File: src/rtl/moving_sum_inverse.sv
// Purpose : recovers the sample stream x[n] from the running sum of a 2^WINDOW_SHIFT boxcar.
// Latency : 1 cycle from accepted input_strobe to data_out/output_strobe.
// Backpr. : none; one sample per cycle is sustained, and enable low freezes all state.
//
// Ports:
//   clock, reset     rising-edge clock, asynchronous active-high reset
//   enable           block enable; strobes are ignored while low
//   sum_in           signed running sum s[n] (SUM_WIDTH bits)
//   input_strobe     sum_in valid this cycle
//   clear            synchronous restart of warm-up; beats input_strobe
//   data_out         recovered sample x[n] (registered)
//   output_strobe    one-cycle pulse per accepted strobe
//   full             high once N samples have been recovered since reset/clear
module moving_sum_inverse #(
    parameter int DATA_WIDTH   = 32,
    parameter int WINDOW_SHIFT = 4,
    localparam int SUM_WIDTH   = DATA_WIDTH + WINDOW_SHIFT
) (
    input  logic                  clock,
    input  logic                  reset,
    input  logic                  enable,
    input  logic [SUM_WIDTH-1:0]  sum_in,
    input  logic                  input_strobe,
    input  logic                  clear,
    output logic [DATA_WIDTH-1:0] data_out,
    output logic                  output_strobe,
    output logic                  full
);

    localparam int N = 1 << WINDOW_SHIFT;

    logic [SUM_WIDTH-1:0]    delay_line [N];
    logic [SUM_WIDTH-1:0]    prev_sum;
    logic [WINDOW_SHIFT-1:0] ptr;
    logic [WINDOW_SHIFT-1:0] fill_cnt;

    logic                    accept;
    logic [SUM_WIDTH-1:0]    diff;
    logic [SUM_WIDTH-1:0]    old;
    logic [SUM_WIDTH-1:0]    x;

    assign accept = enable & input_strobe & ~clear;

    // s[n] - s[n-1] = x[n] - x[n-N]; the sample leaving the window is added
    // back once the window has been filled. Everything wraps at SUM_WIDTH,
    // which keeps the result exact even when the running sum overflows.
    assign diff = sum_in - prev_sum;
    // Combinational read happens before the same-edge write at ptr, so the
    // entry seen here is the one written N accepted strobes ago.
    assign old  = delay_line[ptr];
    assign x    = full ? (diff + old) : diff;

    always_ff @(posedge clock or posedge reset) begin
        if (reset) begin
            data_out      <= '0;
            output_strobe <= 1'b0;
            full          <= 1'b0;
            ptr           <= '0;
            prev_sum      <= '0;
            fill_cnt      <= '0;
        end else if (clear) begin
            data_out      <= '0;
            output_strobe <= 1'b0;
            full          <= 1'b0;
            ptr           <= '0;
            prev_sum      <= '0;
            fill_cnt      <= '0;
        end else begin
            output_strobe <= accept;
            if (accept) begin
                data_out <= x[DATA_WIDTH-1:0];
                ptr      <= ptr + 1'b1;
                prev_sum <= sum_in;
                if (!full) begin
                    fill_cnt <= fill_cnt + 1'b1;
                    // The N-th accepted strobe sets full alongside its output.
                    if (&fill_cnt) begin
                        full <= 1'b1;
                    end
                end
            end
        end
    end

    // Delay-line contents are never read before being rewritten after a
    // restart (full gates the read), so they carry no reset.
    always_ff @(posedge clock) begin
        if (accept) begin
            delay_line[ptr] <= x;
        end
    end

endmodule
File: config.mk
export PLATFORM = sky130hd
export DESIGN_NAME = moving_sum_inverse
export DESIGN_NICKNAME = d
export VERILOG_FILES = /design/src/rtl/moving_sum_inverse.sv
export SDC_FILE = /design/constraint.sdc
export NUM_CORES = 1
export LEC_CHECK = 0
export CAP_MARGIN = 30
export CORE_MARGIN = 2
export CORE_UTILIZATION = 55
export DETAILED_ROUTE_END_ITERATION = 8
export PLACE_DENSITY = 0.8
export SKIP_LAST_GASP = 1
export SYNTH_ARGS = -nofsm -noshare
export SYNTH_HDL_FRONTEND = slang
export SYNTH_SLANG_ARGS = --single-unit
File: constraint.sdc
create_clock -name clock -period 6.45 [get_ports clock]
set_input_delay 1.29 -clock clock [delete_from_list [all_inputs] [get_ports clock]]
set_output_delay 1.29 -clock clock [all_outputs]
set_load 0.03 [all_outputs]
# Yosys cells after proc, flatten, opt, wreduce, memory -nomap -nowiden
# Memory sizes are Yosys's and may differ from the RTL's.
# Cells that the tools add are included.
# op_classes
n_mux,17
reduce_logical,3
bitwise_logic,3
add_sub_neg,4
eq_ne,1
# ops
cell,n
$mux 36,3
$mux 32,2
$add 36x36->36,1
$sub 36x36->36,1
$mux 4,5
$add 4x1->4 const B,2
$mux 1,7
$reduce_and 4->1,1
$and 1x1->1,2
$ne 2x2->1 const B,1
$reduce_and 2->1,1
$reduce_bool 2->1,1
$not 1->1,1
# totals
register_bits,78
n_memories,1
ramBits,576
input_bits,41
# mem_list
memory,words,word_bits,read_ports,rd_ports_with_merged_regs,wr,line,text
delay_line,16,36,1,0,1,32,logic [SUM_WIDTH-1:0] delay_line [N];

# Depth between registers and ports, before layout
# depth
depth_word,5
ltp_mapped,24

# Worst setup path after synthesis
# Ideal clock, no wire load.
# synth_timing
path_kind,input-to-reg
start,in sum_in[0]
end,"mem delay_line[0][31] in the netlist's numbering, data pin"
slack_ns,0.389
path_stages,22
n_path_buf,0
t_required_ns,6.145
arrival_time_ns,5.756
cell_sequence,inv_1 ha_1 inv_1 fa_1 a211oi_1 o311a_1 o211a_4 a21oi_2 o211a_1 o21a_1 o31a_1 o31ai_1 a21boi_1 ha_1 a21o_1 a21o_1 a21oi_1 nor2b_1 nand2_1 mux2i_1 nor4_2 xnor2_1
# synth_between
elab_chain_len,3
# synth_rtl
item,line,text
from (decl),22,"input logic [SUM_WIDTH-1:0] sum_in,"
$sub 36x36->36 (*),47,assign diff = sum_in - prev_sum;
$add 36x36->36,51,assign x = full ? (diff + old) : diff;
$mux 36 (*),51,
via x[31],40,logic [SUM_WIDTH-1:0] x;
to (decl),32,
# Mark *: on every way through the listed nets, which the timed path passes. The rest lies on a longest branch.

# Final worst setup path
# layout_timing
start,in sum_in[0]
end,reg data_out[31]
# layout_between
elab_chain_len,5
# layout_rtl
item,line,text
$sub 36x36->36 (*),47,
$add 36x36->36,51,
$mux 36 (*),51,
via x[31],40,
$mux 32 (*),70,if (accept) begin
$mux 32 (*),61,end else if (clear) begin
to (signal assigned),71,data_out <= x[DATA_WIDTH-1:0];
to (decl),25,"output logic [DATA_WIDTH-1:0] data_out,"
# Mark *: on every way through the listed nets, which the timed path passes. The rest lies on a longest branch. The select of a mux whose other input is x is not followed.
# A chain may end at the register's enable or synchronous reset.

==> results.ini <==
[outcome]
status = complete, no violations

[logic_synthesis]
netlist_area_mm2 = 0.0263
yosysTopAreaCellShare_pct = 58.5
syn_avg_cell_area_um2 = 16.2
yosysMostFrequentCell = edfxtp_1
synth_xor_xnor_area_share_pct = 2.53
yosysSeqAreaShare_pct = 65.6
synth_mux_area_share_pct = 14.5
synth.distinct_cells = 82
yosysTopAreaCell = edfxtp_1
ys.flop_type = edfxtp_1
synth_compound_area_share_pct = 6.41
ys_warn_count = 0
synth_top_family_by_area = multiplexers
syn_inst = 1621
synthTopCellsByCount = edfxtp_1 (512), nand2_1 (163), mux4_2 (154), a21oi_1 (106), dfrtp_1 (74)
synthAdderAreaFrac_pct = 3.19
async_flop_share_pct = 12.6
synth_nets = 1727
synth_simple_gate_area_share_pct = 5.76
synthTopCellsByArea = edfxtp_1 (59%), mux4_2 (13%), dfrtp_1 (7.1%)
ys_ff_latch = 586
synth-edff-count = 512

[cells_and_area]
nets = 1873
area_delta_synth_final_pct = 14.5
drive_gt1_share_pct = 21.6

[timing]
skew_ns = 0.0284
worst_slew_margin_rel_pct = 42.2
fin_crit_sh_pct = 94.1
hold_viol = 0
tns_ns = 0
post-route-min-period_ns = 6.07
fmax_ghz = 0.165
setup_viol = 0
slew_viol_final = 0
worst_slew_pin_slew_ns = 0.866
whs_ns = 0.520

[route]
drc = 0
final_antenna_net_count = 0
vias = 15600
wl_per_cell_um = 26.8
drt_iter0_markers = 2136
wl_um = 65000
detail_route.vias_per_cell = 6.42
dr.pass1.iters = 6

[global_routing]
antenna_found_initial = 1
top_usage_layer = met2
grtUsageMet2_pct = 44.6
grt_max_degree = 64
met3_usage_pct = 5.14
grt_pass1_vias = 15700
grt_pass1_wl_um = 97800
grt_overflow = 0
grt_usage_pct = 26.6
grtUsageMet1_pct = 35.1

[die]
die_w_um = 223
core_mm2 = 0.0474
row_count = 80
fp.dieArea_mm2 = 0.0495
start_util_pct = 55.4
io_pins = 75
dieHeight_um = 223

[cts]
cts.hold.buffers_added = 0
cts_buffers = 54
cts_sinks = 586
clk_latency_ns = 0.60
cts_root_buffer = clkbuf_16
cts_buffer_depth = 3
clk_pin_slew_worst_paths_ns = 0.06
cts_max_level = 2
cts_tree = yes

[worst_setup_path]
cp_max_fo = 17
endpoint_kind = register
r2r-end = delay_line[10][28]
crit_chain = clkdlybuf4s50_1 -> inv_1 -> ha_1 -> inv_1 -> fa_1 -> a211oi_1 -> o311a_1 -> o211a_4 -> a21oi_2 -> o211a_1 -> o21a_1 -> o31a_1 -> o31ai_1 -> a21boi_1 -> ha_1 -> a21o_1 -> a21o_1 -> a21oi_1 -> mux2_2 -> nor4_2 -> xnor2_1 -> buf_4 -> o21a_1
r2r-start = ptr[0]
cp.arrival_ns = 6.55
reg2reg_depth = 17
start_kind = primary input
worstPathRequired_ns = 6.93
cpMaxStageDelayCell = clkdlybuf4s50_1
criticalPathCategory = in2reg
reg2reg_slack_ns = 0.89
slowest_delay_ns = 0.42

[power_and_ir_drop]
p_sw_share_pct = 25.1
sequentialPowerShare_pct = 47.6
power_mw = 9.15
peakVddDrop_uv = 231
p_per_area_mw_per_mm2 = 304
power_report.internal_total_mw = 6.85
p_leak_nw = 10.3
clock_power_share_pct = 35.9
netSwitchingPower_mw = 2.29
comb_power_share_pct = 16.4

[place]
gp_congestion = 0.913
portBuffers = 70
dpl.hpwl_um = 38400

[hold_path]
hold_start = data_out[0]
hold-path-cell-count = 2
holdPathEnd = data_out[0]
hold_class = reg2reg

[flow_run]
maxCapViolCount = 0

placed cells by master (no fill, tap or decap), types with 9 or more instances in the layout:
cell               n
edfxtp_1         512
nand2_1          162
mux4_2           154
a21oi_1          106
buf_4             86
dfrtp_1           71
clkdlybuf4s50_1   69
nor2_1            68
ha_1              63
clkbuf_16         54
inv_1             51
xnor2_1           49
o21ai_0           27
nor3_1            21
a21o_1            19
xor2_1            18
and2_2            17
clkbuf_1          16
o21a_1            15
mux2_2            13
nand2b_1          12
o21ai_1            9
nand3_1            9
o21bai_1           9
clkinv_2           9
cell type report:
| class | instances | area (um^2) |
|---|---|---|
| fill | 3140 | 17400 |
| sequential | 586 | 17200 |
| multi-input combinational | 907 | 8540 |
| timing repair buffer | 164 | 1510 |
| clock buffer | 75 | 1480 |
| tap | 615 | 769 |
| clock inverter | 27 | 338 |
| inverter | 54 | 204 |
| antenna | 1 | 2.50 |
metal layers:
layer / wire length, um / vias up / share of wire [%]
met5: 0 / - / 0
met4: 2170 / 0 / 3.3
met3: 6740 / 161 / 10
met2: 32500 / 914 / 50
met1: 23600 / 7911 / 36
li1: - / 6616 / -
power groups by stage:
| stage | sequential (mW) | combinational [mW] | clock, mW |
|---|---|---|---|
| CTS | 4.36 | 1.48 | 3.30 |
| floorplan | 4.45 | 0.949 | 0 |
| global placement | 4.43 | 1.39 | 0 |
| global route | 4.36 | 1.62 | 3.44 |
| detailed placement | 4.44 | 1.45 | 0 |
| finish | 4.36 | 1.50 | 3.29 |
through the flow:
step | utilization [%] | std cells | setup slack (ns) | cell area [um^2]
2_1_floorplan | - | 1621 | 0.389 | 26300
3_3_place_gp | 59.4 | 2322 | -0.0781 | 28200
3_5_place_dp | 59.5 | 2324 | -0.194 | 28200
4_1_cts | 63.4 | 2426 | 0.379 | 30100
5_1_grt | 63.4 | 2429 | -0.0634 | 30100
6_report | 63.4 | 2429 | 0.381 | 30100
kinds of logic (layout without fill, tap and decap cells):
kind of cell	after synthesis	count (layout)
compound gates	255	255
simple gates	335	335
mux	180	180
buf+inv	128	320
fa+ha+maj	66	66
other cells	0	1
xor+xnor	71	71
flops	586	586
how the worst max path moves through the flow:
stage	cells after the start	end	from	slack [ns]
4_1_cts	23	delay_line[6][30]	sum_in[0]	0.38
3_3_place_gp	26	data_out[21]	sum_in[0]	-0.08
2_1_floorplan	22	delay_line[0][31]	sum_in[0]	0.39
5_1_grt	25	delay_line[8][28]	sum_in[0]	-0.06
6_report	23	data_out[31]	sum_in[0]	0.38
3_5_place_dp	23	delay_line[14][30]	sum_in[0]	-0.19
critical path: cells and delay by family:
family,cells,cell delay [ns]
compound gates,13,2.88
fa+ha+maj,3,0.86
buf+inv,4,0.75
mux,1,0.36
simple gates,1,0.24
xor+xnor,1,0.14
state kept, by name (all words and copies together), names as in the netlist:
signal and flops:
data_out 32, ptr 4, delay_line 512, full 1
fill_cnt 4, output_strobe 1, prev_sum 32
timing repair:
item                       4_1_cts  5_1_grt
gates resized for setup          0        1
buffers inserted                 0        1
hold endpoints to repair         0        0
setup endpoints to repair        0       22
Power figures use the tool's default switching activity.
